**src/rtl/cpu_run_ctrl_pkg.sv**
```systemverilog
// Shared encodings for the cpu_pl run controller: FSM states and halt causes.
package cpu_run_ctrl_pkg;

    typedef enum logic [2:0] {
        S_RST  = 3'd0,
        S_HALT = 3'd1,
        S_RUN  = 3'd2,
        S_STEP = 3'd3,
        S_DONE = 3'd4,
        S_SCAN = 3'd5
    } state_e;

    typedef enum logic [1:0] {
        CAUSE_NONE    = 2'd0,
        CAUSE_USER    = 2'd1,
        CAUSE_BP      = 2'd2,
        CAUSE_TIMEOUT = 2'd3
    } cause_e;

    localparam int         SCAN_DEPTH = 32;
    localparam logic [4:0] SCAN_LAST  = 5'(SCAN_DEPTH - 1);

endpackage

```
**src/rtl/run_bp_cmp.sv**
```systemverilog
// PC breakpoint comparator bank; bp_hit is purely combinational so the
// controller can mask the CPU enable in the same cycle the PC matches.
module run_bp_cmp #(
    parameter int NUM_BP = 2
) (
    input  logic [NUM_BP-1:0]    bp_en,
    input  logic [NUM_BP*32-1:0] bp_addr,
    input  logic [31:0]          pc_in,
    output logic                 bp_hit
);

    always_comb begin
        bp_hit = 1'b0;
        for (int i = 0; i < NUM_BP; i++) begin
            if (bp_en[i] && (pc_in == bp_addr[32*i +: 32])) begin
                bp_hit = 1'b1;
            end
        end
    end

endmodule

```
**src/rtl/cpu_run_ctrl.sv**
```systemverilog
// Run controller for cpu_pl: reset sequencing, run/step/halt gating, breakpoints,
// timeout and cycle counting. Define RUN_CTRL_SCAN_EN to add the halt-time debug scan.
module cpu_run_ctrl #(
    parameter int RST_CYCLES = 1,
    parameter int TIMEOUT    = 1200,
    parameter int NUM_BP     = 2,
    parameter int CNT_W      = 32,
    parameter int STEP_W     = 16
) (
    input  logic                 clk,
    input  logic                 rst,
    input  logic                 run,
    input  logic                 stop,
    input  logic                 step,
    input  logic [STEP_W-1:0]    step_n,
    input  logic [NUM_BP-1:0]    bp_en,
    input  logic [NUM_BP*32-1:0] bp_addr,
    input  logic [31:0]          pc_in,
`ifdef RUN_CTRL_SCAN_EN
    output logic [7:0]           dbg_addr,
    input  logic [31:0]          dbg_data,
    output logic                 dbg_valid,
    output logic [31:0]          dbg_out,
`endif
    output logic                 cpu_rst,
    output logic                 cpu_en,
    output logic                 halted,
    output logic [1:0]           halt_cause,
    output logic [CNT_W-1:0]     cycle_cnt
);

    import cpu_run_ctrl_pkg::*;

    localparam int RW = (RST_CYCLES > 1) ? $clog2(RST_CYCLES) : 1;

    state_e            state_q, state_d, tgt;
    cause_e            cause_q, cause_d;
    logic [RW-1:0]     rst_cnt_q;
    logic [STEP_W-1:0] step_q;
    logic [CNT_W-1:0]  cnt_q;
    logic              bp_sup_q;
    logic              bp_hit;
    logic              act, to_hit, bp_evt, stop_evt, en, step_last, enter;

`ifdef RUN_CTRL_SCAN_EN
    logic [4:0]  scan_q;
    state_e      ret_q;
    logic        dbg_valid_q;
    logic [31:0] dbg_out_q;
`endif

    run_bp_cmp #(.NUM_BP(NUM_BP)) u_bp (
        .bp_en   (bp_en),
        .bp_addr (bp_addr),
        .pc_in   (pc_in),
        .bp_hit  (bp_hit)
    );

    // Halt events are resolved before cpu_en so the halting cycle never advances.
    always_comb begin
        act       = (state_q == S_RUN) || (state_q == S_STEP);
        to_hit    = act && (TIMEOUT != 0) && (cnt_q == CNT_W'(TIMEOUT));
        bp_evt    = act && bp_hit && !bp_sup_q;
        stop_evt  = act && stop;
        en        = act && !to_hit && !bp_evt && !stop_evt;
        step_last = (state_q == S_STEP) && en && (step_q == STEP_W'(1));
        tgt       = S_HALT;
        enter     = 1'b0;
        state_d   = state_q;
        cause_d   = cause_q;
        unique case (state_q)
            S_RST: begin
                if (rst_cnt_q == RW'(RST_CYCLES - 1)) enter = 1'b1;
            end
            S_HALT: begin
                if (run)       state_d = S_RUN;
                else if (step) state_d = S_STEP;
            end
            S_RUN, S_STEP: begin
                enter = to_hit | bp_evt | stop_evt | step_last;
                if (to_hit) begin
                    tgt     = S_DONE;
                    cause_d = CAUSE_TIMEOUT;
                end else if (bp_evt) begin
                    cause_d = CAUSE_BP;
                end else if (stop_evt) begin
                    cause_d = CAUSE_USER;
                end else if (step_last) begin
                    cause_d = CAUSE_NONE;
                end
            end
            S_DONE: begin
                state_d = S_DONE;
            end
            S_SCAN: begin
`ifdef RUN_CTRL_SCAN_EN
                if (scan_q == SCAN_LAST) state_d = ret_q;
`else
                state_d = S_HALT;
`endif
            end
            default: state_d = S_RST;
        endcase
        if (enter) begin
`ifdef RUN_CTRL_SCAN_EN
            state_d = S_SCAN;
`else
            state_d = tgt;
`endif
        end
    end

    always_ff @(posedge clk or posedge rst) begin
        if (rst) begin
            state_q   <= S_RST;
            cause_q   <= CAUSE_NONE;
            rst_cnt_q <= '0;
            step_q    <= '0;
            cnt_q     <= '0;
            bp_sup_q  <= 1'b0;
        end else begin
            state_q  <= state_d;
            cause_q  <= cause_d;
            bp_sup_q <= (state_q == S_HALT) && (run || step);
            if (state_q == S_RST) begin
                rst_cnt_q <= rst_cnt_q + RW'(1);
            end
            if ((state_q == S_HALT) && !run && step) begin
                step_q <= (step_n == '0) ? STEP_W'(1) : step_n;
            end else if ((state_q == S_STEP) && en) begin
                step_q <= step_q - STEP_W'(1);
            end
            if (en && (cnt_q != {CNT_W{1'b1}})) begin
                cnt_q <= cnt_q + CNT_W'(1);
            end
        end
    end

`ifdef RUN_CTRL_SCAN_EN
    // Read data arrives one cycle after its address, so the valid is delayed to match.
    always_ff @(posedge clk or posedge rst) begin
        if (rst) begin
            scan_q      <= '0;
            ret_q       <= S_HALT;
            dbg_valid_q <= 1'b0;
            dbg_out_q   <= '0;
        end else begin
            dbg_valid_q <= (state_q == S_SCAN);
            if (state_q == S_SCAN) begin
                dbg_out_q <= dbg_data;
            end
            if (enter) begin
                ret_q  <= tgt;
                scan_q <= '0;
            end else if (state_q == S_SCAN) begin
                scan_q <= scan_q + 5'd1;
            end
        end
    end

    assign dbg_addr  = {3'b000, scan_q};
    assign dbg_valid = dbg_valid_q;
    assign dbg_out   = dbg_out_q;
`endif

    assign cpu_rst    = (state_q == S_RST);
    assign cpu_en     = en;
    assign halted     = (state_q == S_HALT) || (state_q == S_DONE) ||
                        (state_q == S_SCAN);
    assign halt_cause = cause_q;
    assign cycle_cnt  = cnt_q;

endmodule

```
**config.mk**
```make
export PLATFORM = sky130hd
export DESIGN_NAME = cpu_run_ctrl
export DESIGN_NICKNAME = d
export VERILOG_FILES = /design/src/rtl/cpu_run_ctrl_pkg.sv /design/src/rtl/run_bp_cmp.sv /design/src/rtl/cpu_run_ctrl.sv
export SDC_FILE = /design/constraint.sdc
export NUM_CORES = 1
export LEC_CHECK = 0
export ABC_AREA = 1
export ABC_CLOCK_PERIOD_IN_PS = 1800
export CAP_MARGIN = 20
export CORE_MARGIN = 1.5
export CORE_UTILIZATION = 40
export DETAILED_ROUTE_END_ITERATION = 8
export DONT_BUFFER_PORTS = 1
export PLACE_DENSITY = 0.56
export SLEW_MARGIN = 5
export SYNTH_ARGS = -nofsm -noshare
export SYNTH_HDL_FRONTEND = slang
export SYNTH_SLANG_ARGS = --single-unit
export TNS_END_PERCENT = 20
```
**constraint.sdc**
```tcl
create_clock -name clk -period 1.8 [get_ports clk]
set_input_delay 0.27 -clock clk [delete_from_list [all_inputs] [get_ports clk]]
set_output_delay 0.27 -clock clk [all_outputs]
set_load 0.01 [all_outputs]
```
## Word-level counts from Yosys, hierarchy flattened

Index checks and enable logic that the tools add are counted.

- Register bits: 55
- Output and inout port bits: 37
- Word-level logic and storage cells: 73

- $add $sub $neg: 3
- Eq/ne operators: 12
- Mux-type cells: 17
- Bitwise operators: 3
- Reductions and logical operators: 32

Operator list:

| cell | number |
|---|---|
| $eq 32x32->1 | 2 |
| $mux 16 | 3 |
| $add 32x1->32 const B | 1 |
| $eq 32x11->1 const B | 1 |
| $ne 32x32->1 const B | 1 |
| $eq 16x1->1 const B | 1 |
| $logic_not 16->1 | 1 |
| $sub 16x1->16 const B | 1 |
| $logic_and 1x1->1 | 15 |
| $mux 3 | 5 |
| $pmux 3 s4 | 1 |
| $mux 2 | 4 |
| $eq 3x2->1 const B | 2 |
| $eq 3x3->1 const B | 2 |
| $logic_not 1->1 | 5 |
| $logic_or 1x1->1 | 4 |
| $ne 4x4->1 const B | 1 |
| $reduce_and 2->1 | 2 |
| $reduce_bool 4->1 | 1 |
| $eq 3x1->1 const B | 1 |
| $logic_not 3->1 | 1 |
| $mux 1 | 3 |
| $or 1x1->1 | 3 |
| $reduce_or 3->1 | 1 |
| other kinds (5) | 5 |

## Depth between registers and ports, before layout

Gate-level depths: netlist of run 1.

- Word-level depth: 15
- Mapped depth: 18
- Mapped depth without buffers: 18

## Modules after synthesis

From an unflattened synthesis of run 1, not the netlist that was laid out.

- Cell total of the unflattened synthesis: 781
- Area, all modules: 4972.3 um^2

By module, submodules not included:

| module | instances | cells an instance | area an instance (um^2) |
|---|---|---|---|
| cpu_run_ctrl | 1 | 513 | 3846.2 |
| run_bp_cmp | 1 | 268 | 1126.1 |

## Worst setup path before layout of run 1

Ideal clock, no wire load.

- Path type: reg2reg
- Start point: register cnt_q[0], in the netlist cycle_cnt[0]
- End point: register cnt_q[12], in the netlist cycle_cnt[12]
- Data arrival time: 1.804 ns
- Data required time: 1.678 ns
- Slack: -0.126 ns
- Cell stages (with the launch flop): 14
- Path buffers: 1
- Clock period less this slack: 1.926 ns
- Path through: dfrtp_1 -> inv_2 -> ha_1 -> nand3_1 -> nor4_1 -> nand2_1 -> nor2_1 -> nor2_1 -> a21boi_4 -> nand2_4 -> inv_4 -> buf_6 -> nand2_2 -> xor2_2

- Word-level cells in the longest chain between the ends: 7

RTL lines:

| element | RTL line | RTL |
|---|---|---|
| start, declared | cpu_run_ctrl.sv:40 | `logic [CNT_W-1:0] cnt_q;` |
| start signal, assigned | cpu_run_ctrl.sv:134 | `cnt_q <= cnt_q + CNT_W'(1);` |
| $eq 32x11->1 | cpu_run_ctrl.sv:62 | `to_hit = act && (TIMEOUT != 0) && (cnt_q == CNT_W'(TIMEOUT));` |
| $logic_and 1x1->1 | cpu_run_ctrl.sv:62 |  |
| $logic_not 1->1 | cpu_run_ctrl.sv:65 | `en = act && !to_hit && !bp_evt && !stop_evt;` |
| $logic_and 1x1->1 (3 in a row) | cpu_run_ctrl.sv:65 |  |
| via cpu_en | cpu_run_ctrl.sv:26 | `output logic cpu_en,` |
| $logic_and 1x1->1 | cpu_run_ctrl.sv:133 | `if (en && (cnt_q != {CNT_W{1'b1}})) begin` |

The timed path passes the listed nets, and every way through them passes these cells.
A chain may end at the register's enable or synchronous reset.

## Worst setup path in the final report of run 1

- Start point: register cnt_q[2], in the netlist cycle_cnt[2]
- End point: register step_q[8]

- Word-level cells in the longest chain between the ends: 8

RTL lines:

| element | RTL line | RTL |
|---|---|---|
| $eq 32x11->1 | cpu_run_ctrl.sv:62 |  |
| $logic_and 1x1->1 | cpu_run_ctrl.sv:62 |  |
| $logic_not 1->1 | cpu_run_ctrl.sv:65 |  |
| $logic_and 1x1->1 (3 in a row) | cpu_run_ctrl.sv:65 |  |
| $logic_and 1x1->1 | cpu_run_ctrl.sv:130 | `end else if ((state_q == S_STEP) && en) begin` |
| $reduce_bool 2->1 (no source line) | - |  |
| end signal, assigned | cpu_run_ctrl.sv:129 | `step_q <= (step_n == '0) ? STEP_W'(1) : step_n;` |
| end signal, assigned | cpu_run_ctrl.sv:131 | `step_q <= step_q - STEP_W'(1);` |
| end, declared | cpu_run_ctrl.sv:39 | `logic [STEP_W-1:0] step_q;` |

Every way passes these cells.

==> results.tsv, run 1 <==
stage	metric	value	unit
routing	avgRoutedWirePerCell	14.3	um
pwr	leakage	0.00349	uW
cts	cts_tree	done	
cts	root_buffer	clkbuf_16	
timing	worst_pin_slew	577	ps
flow_run	maxCapViolCount	0	
floorplan	initial_core_util	0.416	
layout	utilization	0.577	
timing	relSlewSlack	0.615	
worst_setup_path	endpoint_kind	register	
grt	first_global_vias	5720	
worst_setup_path	path_depth	13	
cts	clk-insertion-delay-late	300	ps
placed_design	port_buffers	0	
cts	htreeDepth	2	
routing	dr.first_iter.drc_count	311	
worst_setup_path	reg2reg_from	cycle_cnt[2]	
synthesis	synth.avg_cell_area	6.29	um2
worst_setup_path	start_kind	register	
routing	antenna_left	0	
synthesis	synth_nets	926	
cts	clock_tree.buffer_depth	2	
layout	final_cell_mix	nand2_1 (235), buf_4 (144), inv_1 (122)	
pwr	power_density	952	nW/um2
worst_setup_path	crit_end	step_q[8]	
grt	grt_first_pass_wirelength	25700	um
floorplan	dieArea	13300	um2
placed_design	dp_hpwl	12500	um
worst_setup_path	worst-path-max-fanout	5	
cts	cts.reportedPaths.clkPinSlew	70	ps
cts	cts_sinks	55	
worst_setup_path	arrival	2190	ps
timing	setup-violations-final	53	
grt	grt-ovfl-total	0	
timing	hold_viol	0	
worst_setup_path	r2r_end	step_q[8]	
worst_setup_path	cp_data_required_time	1970	ps
layout	diodes	0	
timing	totalNegativeSetupSlack	-8350	ps
synthesis	ys_ff_latch	55	
timing	drv_slew	0	
worst_setup_path	cp_top_family	simple AND/OR/NAND/NOR gates	
floorplan	num_rows	40	
layout	fin_cells	1131	
synthesis	ys_types	37	
timing	fin_crit_sh	1.12	
worst_setup_path	crit_path_cell_trace	inv_2, nand4_1, nor3_4, nand3_4, nor2_4, nor2_2, a21boi_4, nand2_2, nand2_4, buf_12, buf_16, nor2_4, a31oi_1	
run_status	status	finished, violations left	
layout	layout.nets	1085	
worst_setup_path	crit_path_frequent_cell	nor2_4	
grt	grt_max_degree	33	
worst_setup_path	crit_start	cycle_cnt[2]	
min_path	hold_path_class	in2reg	
placed_design	place_area	6340	um2
worst_setup_path	critical_path_class	reg2reg	
timing	max_freq	496	MHz
routing	wl	16100	um
floorplan	chipHeight	115	um
synthesis	postSynth.asyncResetShare	1.00	
layout	drive_gt1_frac	0.246	
timing	fin_skew	4.38	ps
floorplan	ios	156	
layout	layout_commonest_cell	nand2_1	
synthesis	synth_ff_type	dfrtp_1	
cts	cts_made_buffers	5	
run_status	violations	negative setup slack	
routing	dr.pass1.iters	5	
routing	drc_errors	0	
worst_setup_path	regToRegSetupSlack	-220	ps
min_path	whs_path_depth	2	
routing	vias	5606	
worst_setup_path	crit_slowest_cell	dfrtp_1	
worst_setup_path	ff2ff_path_depth	13	
grt	grt_antenna_before_repair	0	
routing	viasPerCell	4.96	
placed_design	dpl.cell_count	1105	
worst_setup_path	slowest_delay	390	ps
floorplan	core	12200	um2
synthesis	yosys_warnings	0	
placed_design	gp_congestion	0.904	
timing	finalWorstSetupSlack	-216	ps
layout	fillers	1159	
timing	fin_crit	2020	ps
synthesis	netlist_instances	803	
synthesis	synth_edf_count	0	
synthesis	synth_area	5050	um2
worst_setup_path	crit_buf_inv	3	
grt	grt_usage	0.242	
layout	syn_to_final_growth	39.0	%
floorplan	die_x	115	um
synthesis	ys_seq_area_frac	0.272	
pwr	ir_drop	764	uV
timing	rsz0062_at_grt	true	
layout	fin_area	7020	um2
## how the worst min path moves through the flow
stage / startpoint / end / slack (ps)
after floorplan: step_n[12] / step_q[12] / 420
after global placement: rst / step_q[15] / 250
after detailed placement: rst / step_q[15] / 250
after CTS: step_n[7] / step_q[7] / 100
after global routing: step_n[7] / step_q[7] / 120
final: step_n[7] / step_q[7] / 110
## cell usage after synthesis (5+ instances only)
library cell / number / share of area
and2_1: 12 / 0.015
dfrtp_1: 55 / 0.27
inv_1: 125 / 0.093
inv_2: 8 / 0.0059
nand2_1: 239 / 0.18
nand3_1: 30 / 0.030
nand4_1: 23 / 0.028
nor2_1: 103 / 0.077
nor3_1: 21 / 0.021
nor3_2: 5 / 0.0099
nor4_1: 19 / 0.024
o21ai_0: 32 / 0.032
o21ai_1: 11 / 0.011
xnor2_1: 37 / 0.064
xor2_1: 35 / 0.061
## cells by family after synthesis
logic type / Yosys count / share of synthesized area
compound gates: 62 / 0.0708
xor+xnor: 73 / 0.128
fa+ha+maj: 4 / 0.00990
buf+inv: 142 / 0.111
flops: 55 / 0.272
simple gates: 467 / 0.408
## worst reg2reg max path: cells and delay by family (launching register included)
family / cells / cell delay (ps)
buffers and inverters: 3 / 390
AND/OR/NAND/NOR: 8 / 910
flip-flops: 1 / 390
AO/OA/AOI/OAI: 2 / 210
## per-layer routing
| layer | wire length, um | track usage | vias up |
|---|---|---|---|
| li1 | - | - | 2843 |
| met2 | 8160 | 0.450 | 196 |
| met5 | 0 | 0 | - |
| met1 | 6470 | 0.274 | 2546 |
| met3 | 1260 | 0.0559 | 21 |
| met4 | 234 | 0.0683 | 0 |
## per-stage QoR
stage / setup slack (ps) / hold WS (ps) / power [uW]
after floorplan: -74.5 / 417 / 3610
after global placement: -229 / 246 / 4850
after detailed placement: -291 / 251 / 4920
after CTS: -266 / 97.1 / 6470
after global routing: -376 / 115 / 7180
final: -216 / 110 / 6690
## cell type report
cell class	count	area [um2]	area share
flip-flops and latches	55	1380	0.196
repair buffers	160	1390	0.198
multi-input cells	606	3380	0.481
inverters	134	508	0.0723
well taps	168	210	0.0299
clock buffers	8	156	0.0223
## registers in the layout (all words and copies together) (netlist names)
signal / cells
cycle_cnt: 32
step_q: 16
halt_cause: 2
bp_sup_q: 1
rst_cnt_q: 1
state_q: 3
## report_power, final
part	internal, uW	switching [uW]
Combinational	1780	1960
Sequential	1600	294
Clock	595	461
Total	3980	2710
## timing repair
item	CTS	global route
endpoints found under the hold margin	23	0
pin swaps	13	13
endpoints found under the setup margin	53	53
gates resized for setup	35	39
cloned	4	0
hold buffers	1	0
setup buffers	12	3
Note: power is estimated with default switching activity, not from simulation.
==> run 2: changes to the inputs <==
--- a/config.mk
+++ b/config.mk
@@ -8,7 +8,7 @@
 export ABC_AREA = 1
 export ABC_CLOCK_PERIOD_IN_PS = 1800
 export CAP_MARGIN = 20
-export CORE_MARGIN = 1.5
+export CORE_MARGIN = 10
 export CORE_UTILIZATION = 40
 export DETAILED_ROUTE_END_ITERATION = 8
 export DONT_BUFFER_PORTS = 1
==> run 2 against run 1 <==
The flow still finishes with violations (negative setup slack). Highest routed layer unchanged. Worst setup slack worse by 120 ps. Cell area fell by 3.6%. Critical endpoint is now cpu_en. Cell count shrank 0.62%. Sequential share of layout area increased by 0.73 points.
==> results.tsv, run 2 (synthesis gave the netlist of run 1 again) <==
stage	metric	value	unit	change
placed_design	dpl.cell_count	1109		+0.36%
grt	grt_antenna_before_repair	0		unchanged
cts	clock_tree.buffer_depth	2		unchanged
layout	drive_gt1_frac	0.242		-0.00451
routing	antenna_left	0		unchanged
layout	layout.nets	1074		-1.0%
grt	first_global_vias	5514		-3.6%
flow_run	maxCapViolCount	0		unchanged
worst_setup_path	start_kind	register		
timing	rsz0062_at_grt	true		
worst_setup_path	crit_slowest_cell	dfrtp_2		
grt	grt_usage	0.184		-0.0577
placed_design	place_area	6320	um2	-0.32%
floorplan	ios	156		unchanged
pwr	combPwrFrac	0.536		-0.023
worst_setup_path	crit_buf_inv	2		-1
timing	drv_slew	0		unchanged
floorplan	dieArea	17500	um2	+32%
timing	holdWs	108	ps	-1.74 ps
timing	fin_crit	2140	ps	+120 ps
cts	cts_made_buffers	5		unchanged
timing	worst_pin_slew	558	ps	-18.8 ps
pwr	power_density	914	nW/um2	-4.1%
timing	finalWorstSetupSlack	-336	ps	-120 ps
cts	htreeDepth	2		unchanged
worst_setup_path	slowest_delay	420	ps	+30 ps
routing	vias	5504		-1.8%
layout	final_cell_mix	nand2_1 (232), buf_4 (138), inv_1 (121)		
grt	grt-ovfl-total	0		unchanged
pwr	sw_frac_of_total	0.414		+0.00789
floorplan	chipHeight	132	um	+15%
cts	cts_tree	done		
run_status	violations	negative setup slack		
timing	setup-violations-final	53		unchanged
worst_setup_path	cp_data_required_time	1530	ps	-440 ps
layout	layout_commonest_cell	nand2_1		
worst_setup_path	endpoint_kind	primary output		
layout	largest_reg_flops	32		unchanged
routing	wl	16700	um	+3.3%
placed_design	port_buffers	0		unchanged
layout	fin_cells	1124		-0.62%
cts	clk-insertion-delay-late	300	ps	about the same
floorplan	die_x	132	um	+15%
min_path	hold_path_class	in2reg		
floorplan	core	12500	um2	+2.9%
grt	grt_max_degree	33		unchanged
worst_setup_path	worst-path-max-fanout	3		-2
placed_design	dp_hpwl	14000	um	+12%
routing	dr.first_iter.drc_count	214		-31%
timing	max_freq	468	MHz	-5.6%
pwr	p_int	3630	uW	-8.8%
timing	hold_viol	0		unchanged
placed_design	gp_congestion	0.880		-2.6%
timing	relSlewSlack	0.624		+0.00964
worst_setup_path	critical_path_class	reg2out		
layout	fin_area	6770	um2	-3.6%
grt	grt_first_pass_wirelength	27200	um	+5.9%
cts	cts.reportedPaths.clkPinSlew	70	ps	about the same
routing	drc_errors	0		unchanged
routing	dr.pass1.iters	4		-1
pwr	leakage	0.00340	uW	-2.6%
timing	fin_crit_sh	1.19		+0.0669
layout	diodes	0		unchanged
layout	syn_to_final_growth	34.0	%	
cts	root_buffer	clkbuf_16		
floorplan	initial_core_util	0.404		-0.0118
layout	fillers	1279		+10%
floorplan	num_rows	41		+2.5%
pwr	switchingPower	2560	uW	-5.7%
worst_setup_path	cp_top_family	simple AND/OR/NAND/NOR gates		
pwr	pwr-share-clk	0.160		+0.002
routing	avgRoutedWirePerCell	14.8	um	+4.0%
worst_setup_path	arrival	1870	ps	-320 ps
timing	fin_skew	8.56	ps	+4.18 ps
cts	cts_sinks	55		unchanged
run_status	status	finished, violations left		
pwr	p_seq_frac	0.304		+0.021
worst_setup_path	crit_path_cell_trace	inv_2, ha_4, nand3_2, nor4_2, nand2_4, nor2_4, nor2_2, a21boi_4, buf_6		
pwr	ir_drop	838	uV	+9.7%
routing	viasPerCell	4.90		-1.2%
-- run 2: cell types whose count changed in the layout (fill, tap and decap cells not counted), sizes merged --
cell,previous run,this run
bufbuf,1,0
clkbuf,8,6
clkinv,0,2
clkinvlp,0,1
buf,158,147
-- run 2: path summary, 6_finish.rpt --
check,cells past startpoint,slack [ps],end,from
worst max-delay path,9,-340,cpu_en,cycle_cnt[0]
worst min-delay path,2,110,step_q[15],step_n[15]
worst max register to register,13,-260,cycle_cnt[31],cycle_cnt[0]
worst min register to register,1,470,rst_cnt_q,rst_cnt_q
max in group asynchronous,3,730,cycle_cnt[0],rst
min in group asynchronous,2,480,step_q[12],rst
-- run 2: per-layer routing --
| metal | part of all wire | track usage | vias to the layer above | wire (um) |
|---|---|---|---|---|
| met3 | 0.087 | 0.0629 | 9 | 1450 |
| met2 | 0.50 | 0.330 | 136 | 8380 |
| met4 | 0.0088 | 0.0342 | 0 | 146 |
| met1 | 0.40 | 0.207 | 2537 | 6690 |
| li1 | - | - | 2822 | - |
| met5 | 0 | 0 | - | 0 |
-- run 2: worst register-to-register path, cell delays in order, from the launching register on --
cell,delay [ps]
dfrtp_2,420
inv_2,80
ha_4,120
nand3_2,60
nor4_2,310
nand2_4,80
nor2_4,140
nor2_2,60
a21boi_4,150
nand2_4,170
inv_8,70
nand3_2,90
nor2_1,50
xor2_1,130
-- run 2: cell type report --
| class | count | area, um2 | share of cell area |
|---|---|---|---|
| clock buffers | 5 | 125 | 0.0185 |
| inverters | 134 | 517 | 0.0763 |
| well taps | 172 | 215 | 0.0318 |
| repair buffers | 149 | 1190 | 0.176 |
| clock inverters | 3 | 18.8 | 0.00277 |
| flip-flops and latches | 55 | 1380 | 0.203 |
| multi-input cells | 606 | 3320 | 0.491 |
-- run 2: per-stage QoR --
stage | setup slack, ps | setup TNS [ps] | util | total power (uW)
floorplan | -74.5 | -1360 | - | 3610
global placement | -181 | -5440 | 0.505 | 4810
detailed placement | -265 | -9560 | 0.505 | 4870
CTS | -276 | -7720 | 0.531 | 6090
global route | -429 | -16990 | 0.541 | 6720
finish | -336 | -10800 | 0.541 | 6190
-- run 2: repair_timing --
item / 4_1_cts / 5_1_grt
setup endpoints to repair: 53 / 53
gates resized for setup: 39 / 30
hold buffers: 1 / 0
pin swaps: 11 / 9
setup buffers: 4 / 0
endpoints found under the hold margin: 23 / 0
gates cloned: 1 / 1
-- run 2: power groups by stage --
stage	clock network (uW)	logic, uW	registers [uW]
CTS	1020	3200	1870
global placement	0	2930	1880
finish	991	3320	1880
global route	1060	3730	1920
detailed placement	0	2980	1890
floorplan	0	1620	1990
